<file path="config.mk">
export PLATFORM = sky130hd
export DESIGN_NAME = shift_sequencer
export DESIGN_NICKNAME = d
export VERILOG_FILES = /design/src/rtl/shift_sequencer.sv
export SDC_FILE = /design/constraint.sdc
export NUM_CORES = 1
export LEC_CHECK = 0
export BUFFER_PORTS_ARGS = -buffer_cell sky130_fd_sc_hd__clkbuf_2
export CAP_MARGIN = 20
export CORE_AREA = 2 2 51 63
export CTS_CLUSTER_SIZE = 12
export DETAILED_ROUTE_END_ITERATION = 10
export DIE_AREA = 0 0 53 65
export PLACE_DENSITY_LB_ADDON = 0.12
export REMOVE_ABC_BUFFERS = 1
export SETUP_SLACK_MARGIN = 0.15
export SKIP_CTS_REPAIR_TIMING = 1
export SLEW_MARGIN = 15
export SYNTH_ARGS = -nofsm -noshare
export SYNTH_HDL_FRONTEND = slang
export SYNTH_SLANG_ARGS = --single-unit
export TNS_END_PERCENT = 1
</file>
<file path="constraint.sdc">
create_clock -name CLK -period 5.9 [get_ports CLK]
set_clock_uncertainty 0.15 [all_clocks]
set_input_delay 0.295 -clock CLK [delete_from_list [all_inputs] [get_ports CLK]]
set_output_delay 0.295 -clock CLK [all_outputs]
set_load 0.02 [all_outputs]
</file>
<file path="src/rtl/shift_sequencer.sv">
// Multi-pass controller for an external 8-bit right shifter: splits a 0..255
// shift amount into passes of at most MAX_STEP positions and feeds results back.
module shift_sequencer #(
  parameter int unsigned MAX_STEP = 7
) (
  input  logic       CLK,
  input  logic       RESET,
  input  logic       START,
  input  logic [1:0] MODE,
  input  logic [7:0] AMOUNT,
  input  logic [7:0] DATA_IN,
  output logic       BUSY,
  output logic       DONE,
  output logic [7:0] RESULT,
  output logic       SH_A,
  output logic       SH_C,
  output logic [2:0] SH_S,
  output logic [7:0] SH_DATA,
  input  logic [7:0] SH_OUT
);

  typedef enum logic [1:0] {
    ST_IDLE  = 2'd0,
    ST_SHIFT = 2'd1,
    ST_DONE  = 2'd2
  } state_e;

  localparam logic [1:0] MODE_ARITH = 2'b01;
  localparam logic [1:0] MODE_ROT   = 2'b11;
  localparam logic [2:0] STEP_LIM   = 3'(MAX_STEP);

  state_e     state_q, state_d;
  logic [7:0] acc_q, acc_d;
  logic [3:0] rem_q, rem_d;
  logic [1:0] mode_q, mode_d;
  logic [7:0] result_q, result_d;
  logic       busy_q, busy_d;
  logic       done_q, done_d;

  logic [2:0] step_s;
  logic [3:0] rem_after_s;
  logic [3:0] load_rem_s;

  // Per-pass step and the pass count loaded at START (rotate wraps, shifts clamp at 8).
  always_comb begin
    if (rem_q > {1'b0, STEP_LIM}) begin
      step_s = STEP_LIM;
    end else begin
      step_s = rem_q[2:0];
    end
    rem_after_s = rem_q - {1'b0, step_s};
    if (MODE == MODE_ROT) begin
      load_rem_s = {1'b0, AMOUNT[2:0]};
    end else if (AMOUNT > 8'd8) begin
      load_rem_s = 4'd8;
    end else begin
      load_rem_s = AMOUNT[3:0];
    end
  end

  // Next-state logic; RESULT is only updated on the edge entering DONE.
  always_comb begin
    state_d  = state_q;
    acc_d    = acc_q;
    rem_d    = rem_q;
    mode_d   = mode_q;
    result_d = result_q;
    case (state_q)
      ST_IDLE: begin
        if (START) begin
          acc_d   = DATA_IN;
          mode_d  = MODE;
          rem_d   = load_rem_s;
          state_d = ST_SHIFT;
        end else begin
          state_d = ST_IDLE;
        end
      end
      ST_SHIFT: begin
        acc_d = SH_OUT;
        rem_d = rem_after_s;
        if (rem_after_s == 4'd0) begin
          result_d = SH_OUT;
          state_d  = ST_DONE;
        end else begin
          state_d = ST_SHIFT;
        end
      end
      ST_DONE: begin
        state_d = ST_IDLE;
      end
      default: begin
        state_d = ST_IDLE;
      end
    endcase
    busy_d = (state_d == ST_SHIFT);
    done_d = (state_d == ST_DONE);
  end

  // State and datapath registers with synchronous reset.
  always_ff @(posedge CLK) begin
    if (RESET) begin
      state_q  <= ST_IDLE;
      acc_q    <= 8'h00;
      rem_q    <= 4'd0;
      mode_q   <= 2'b00;
      result_q <= 8'h00;
      busy_q   <= 1'b0;
      done_q   <= 1'b0;
    end else begin
      state_q  <= state_d;
      acc_q    <= acc_d;
      rem_q    <= rem_d;
      mode_q   <= mode_d;
      result_q <= result_d;
      busy_q   <= busy_d;
      done_q   <= done_d;
    end
  end

  // Shifter controls: only SHIFT passes a non-zero amount; A=0,C=1 is never produced.
  always_comb begin
    SH_A    = 1'b0;
    SH_C    = 1'b0;
    SH_S    = 3'd0;
    SH_DATA = acc_q;
    if (state_q == ST_SHIFT) begin
      SH_A = (mode_q == MODE_ARITH) || (mode_q == MODE_ROT);
      SH_C = (mode_q == MODE_ROT);
      SH_S = step_s;
    end else begin
      SH_A = 1'b0;
      SH_C = 1'b0;
      SH_S = 3'd0;
    end
  end

  assign BUSY   = busy_q;
  assign DONE   = done_q;
  assign RESULT = result_q;

endmodule

</file>
==> results <==
- The endpoint with the worst hold slack is rem_q[1].
- The final clock period utilization by the worst path is 40.2%.
- The global-route usage over all layers is 19.6%.
- The capturing element type of the critical path is a primary output.
- For this run, the detailed router's first-pass iteration total came to 4.
- Headroom to the max-slew limit came out at 57.0%.
- The sequential cell area in the final layout is 520 sq um.
- The classification of the worst setup path is reg2out.
- The fraction of registers with async set/reset is 0%.
- The I/O pin count is 52.
- The count of inserted antenna diode cells is 0.
- After synthesis, the cell types taking the most area are dfxtp_1 38%, nor2_1 8.8%, nand2b_1 7.3%, mux2i_1 6.6%, a21oi_1 4.4%.
- The number of non-filler instances in the completed layout is 237.
- The beginning of the worst hold path is AMOUNT[1].
- Before CTS, the worst setup slack after placement is 3.88 ns.
- From left edge to right edge, the die measures 53 um.
- The power density relative to cell area is 246 nW/um^2.
- Setup repair after global routing left no endpoint under its margin.
- Setup slack on the critical path of the routed design comes to 3.53 ns.
- The data arrival time of the critical path is 1.92 ns.
- Counting the fill cells in the layout gives 290.
- Cell internal power was estimated by the tool at 264 uW.
- The die covers 3450 sq um.
- The highest signal layer in the routed design is met4.
- Summed over all cells, the static leakage comes to 0.000725 uW.
- TritonCTS built the clock tree.
- In the final layout, the multi-input gates occupy 763 sq um.
- The number of placed instances, taps included, is 234.
- The fraction of power spent switching nets is 33.3%.
- The number of nets in the layout is 234.
- The detailed router placed 1212 vias in this run.
- The count of buffer and inverter cells on the critical path is 1.
- The wire length of the first global-routing pass is 5.09 mm.
- The depth of the worst hold-timing path is 3.
- The average instance area after synthesis is 8.80 sq um.
- The analysis attributes to net switching a power of 132 uW.
- The endpoint identified for the worst register-to-register timing path is RESULT[5].
- Counting every instance in the synthesized netlist gives 156.
- The clock reaches the later pin of the worst-skew pair after 0.32 ns.
- Summed over its instances, the top area cell type makes up 37.9% of the synthesized netlist area.
- The effective utilization at floorplan is 47.5%.
- In the routed design, unresolved DRC markers number 0.
- The biggest area contributor in the post-synthesis netlist is dfxtp_1.
- nor2_1 is the most common cell in the netlist.
- The worst-case vdd ir drop is 152 uV.
- Entering global routing, the biggest net connects 35 pins.
- The weighted congestion reported at the end of routability-driven placement is 0.789.
- Counting instances in the post-synthesis netlist gives the leading cell types as 32 x nor2_1, 26 x dfxtp_1, 16 x nand2b_1.
- The total congestion overflow after global routing is 0.
- Setup violations remaining at the end of the flow were counted as 0.
- Dividing the detail-routed wire length by the instance count gives 12.9 um.
- The cell area after technology mapping is 1370 sq um.
- The maximum fanout along the worst path is 20.
- Data on the critical path is required at its endpoint by 5.45 ns.
- The clock input transition at the sequential cells of the worst setup and hold paths is 0.14 ns.
- The transition time at the pin with the least slew margin is 0.645 ns.
- The part of the power in registers is 52.1%.
- The hold violation count in the final report was 0.
- The kind of cell with the highest combined delay on the critical path is flip-flops.
- The vertical die dimension is 65 um.
- The startpoint of the worst register-to-register path is rem_q[3].
- The run finished with clean final reports.
- In the detailed route, the total length drawn on met2 is 1.57 mm.
- The total negative slack for setup checks is 0 ns.
- For this run, the top clock speed supported by timing is 422 MHz.
- The worst setup slack for register-to-register paths is 3.86 ns.
- Summed over all nets, the half-perimeter wirelength after detailed placement is 2.27 mm.
- The post-synthesis cell type count is 40.
- For this run, the number of Yosys warnings is 0.
- The worst stage delay on the critical path is 0.76 ns.
- On the critical path, the stage with the largest delay is an instance of dfxtp_1.
- The final antenna-violating net count is 0.
- The flop and latch count out of synthesis is 26.
- The minimum hold slack is 0.0433 ns.
- The number of antenna violations at the first check in global routing came to 0.
- In this run, the clock network consumes 18.7% of the power.
- The aggregate routed wire length is 3.07 mm.
- The tree is rooted in a clkbuf_4.
- The signal on the critical path passes through nand2b_1, nor2_1, clkbuf_2.
- The type of origin of the critical path is a flop.
- The first-iteration detailed-routing DRC count is 19.
- After layout, the minimum clock period comes to 2.37 ns.
- The final-report max-slew violation count came to 0.
- The share of total power dissipated in combinational logic is 29.1%.
- The TritonCTS sink count is 26.
- Across the run, the number of max-cap violations was 0.
- The fraction of layout instances using a drive strength above 1 is 32.8%.
- The floorplan has 22 rows.
- After layout, the design draws a total of 396 uW.
- For this run, the register share of the synthesized area comes to 37.9%.
- The area overhead of the layout relative to synthesis is 17.3%.
- The prevailing post-synth register cell is dfxtp_1.
- Counting flops with a built-in enable in the synthesized netlist gives 0.
- Summed over all nets, wire length on met3 after detailed routing comes to 178 um.
- The type of the tightest min-delay check is in2reg.
- The count of buffers inserted at the top-level ports is 51.
- The maximum clock insertion buffer count is 2.
- For the worst flop-to-flop path, the logic depth is 6.
- The via count of the first global-routing pass came to 1190.
- Dividing the detail-routed via count by the number of cells gives 5.11.
- The core area is 2890 sq um.
- The detailed router put a total of 1.30 mm of wire on met1.
- The deepest level of the CTS H-tree is 1.
- TritonCTS created 3 clock buffers.
[per-layer routing]
metal	track usage, %	up-vias
li1	-	621
met1	23.3	550
met2	35.5	39
met3	2.07	2
met4	6.73	0
met5	0	-
[cell usage in the layout, fill, tap and decap left out, types with 2 or more instances in the layout]
cell / instances
a21oi_1: 12
nand3_1: 3
dfxtp_1: 26
nor3_1: 9
nand2b_1: 16
nand2_1: 4
clkbuf_4: 3
nor2b_1: 8
ha_1: 2
clkbuf_2: 51
a22oi_1: 2
mux2i_1: 9
nor2_1: 32
o21ai_0: 2
[per-stage QoR]
stage,util [%],instance area (sq um)
floorplan,-,1290
global placement,54.9,1590
detailed placement,54.9,1590
CTS,55.7,1610
global route,55.7,1610
finish,55.7,1610
[area by class of cell]
cell class	instances	area share, %
clock buffers	3	1.40
well taps	36	2.80
repair buffers	51	15.9
multi-input cells	120	47.4
inverters	1	0.233
flip-flops and latches	26	32.3
[flip-flops by register name, indices dropped and copies added (netlist names)]
| register | flops |
|---|---|
| state_q | 2 |
| BUSY | 1 |
| SH_DATA | 8 |
| rem_q | 4 |
| RESULT | 8 |
| DONE | 1 |
| mode_q | 2 |
[power by group through the flow]
stage | clock, uW | sequential, uW | combinational [uW]
2_1_floorplan | 0 | 221 | 64.5
3_3_place_gp | 0 | 209 | 114
3_5_place_dp | 0 | 210 | 116
4_1_cts | 77.7 | 206 | 117
5_1_grt | 83.3 | 209 | 128
6_report | 74.3 | 206 | 115
[worst min-delay path, cell delays in order]
cell and delay, ns:
clkbuf_2 0.08, nand3_1 0.05, a21oi_1 0.05
[worst max path at each step]
| stage | start | slack (ns) | to | cells past startpoint |
|---|---|---|---|---|
| finish | state_q[0] | 3.53 | SH_S[0] | 3 |
| global route | state_q[0] | 3.38 | SH_S[2] | 3 |
| CTS | state_q[0] | 3.53 | SH_S[0] | 3 |
| detailed placement | rem_q[3] | 3.88 | RESULT[7] | 6 |
| global placement | state_q[0] | 3.95 | SH_S[0] | 3 |
| floorplan | rem_q[3] | 4.07 | RESULT[0] | 6 |
[cells by family (layout without fill, tap and decap cells)]
group | count (synthesis) | count (layout) | synth area share, %
AOI/OAI and AO/OA | 25 | 25 | 13.4
DFF | 26 | 26 | 37.9
buffers and inverters | 10 | 55 | 6.47
muxes | 9 | 9 | 6.56
and+or+nand+nor | 84 | 84 | 33.8
adders and majority gates | 2 | 2 | 1.82
(Power assumes the default switching activity.)
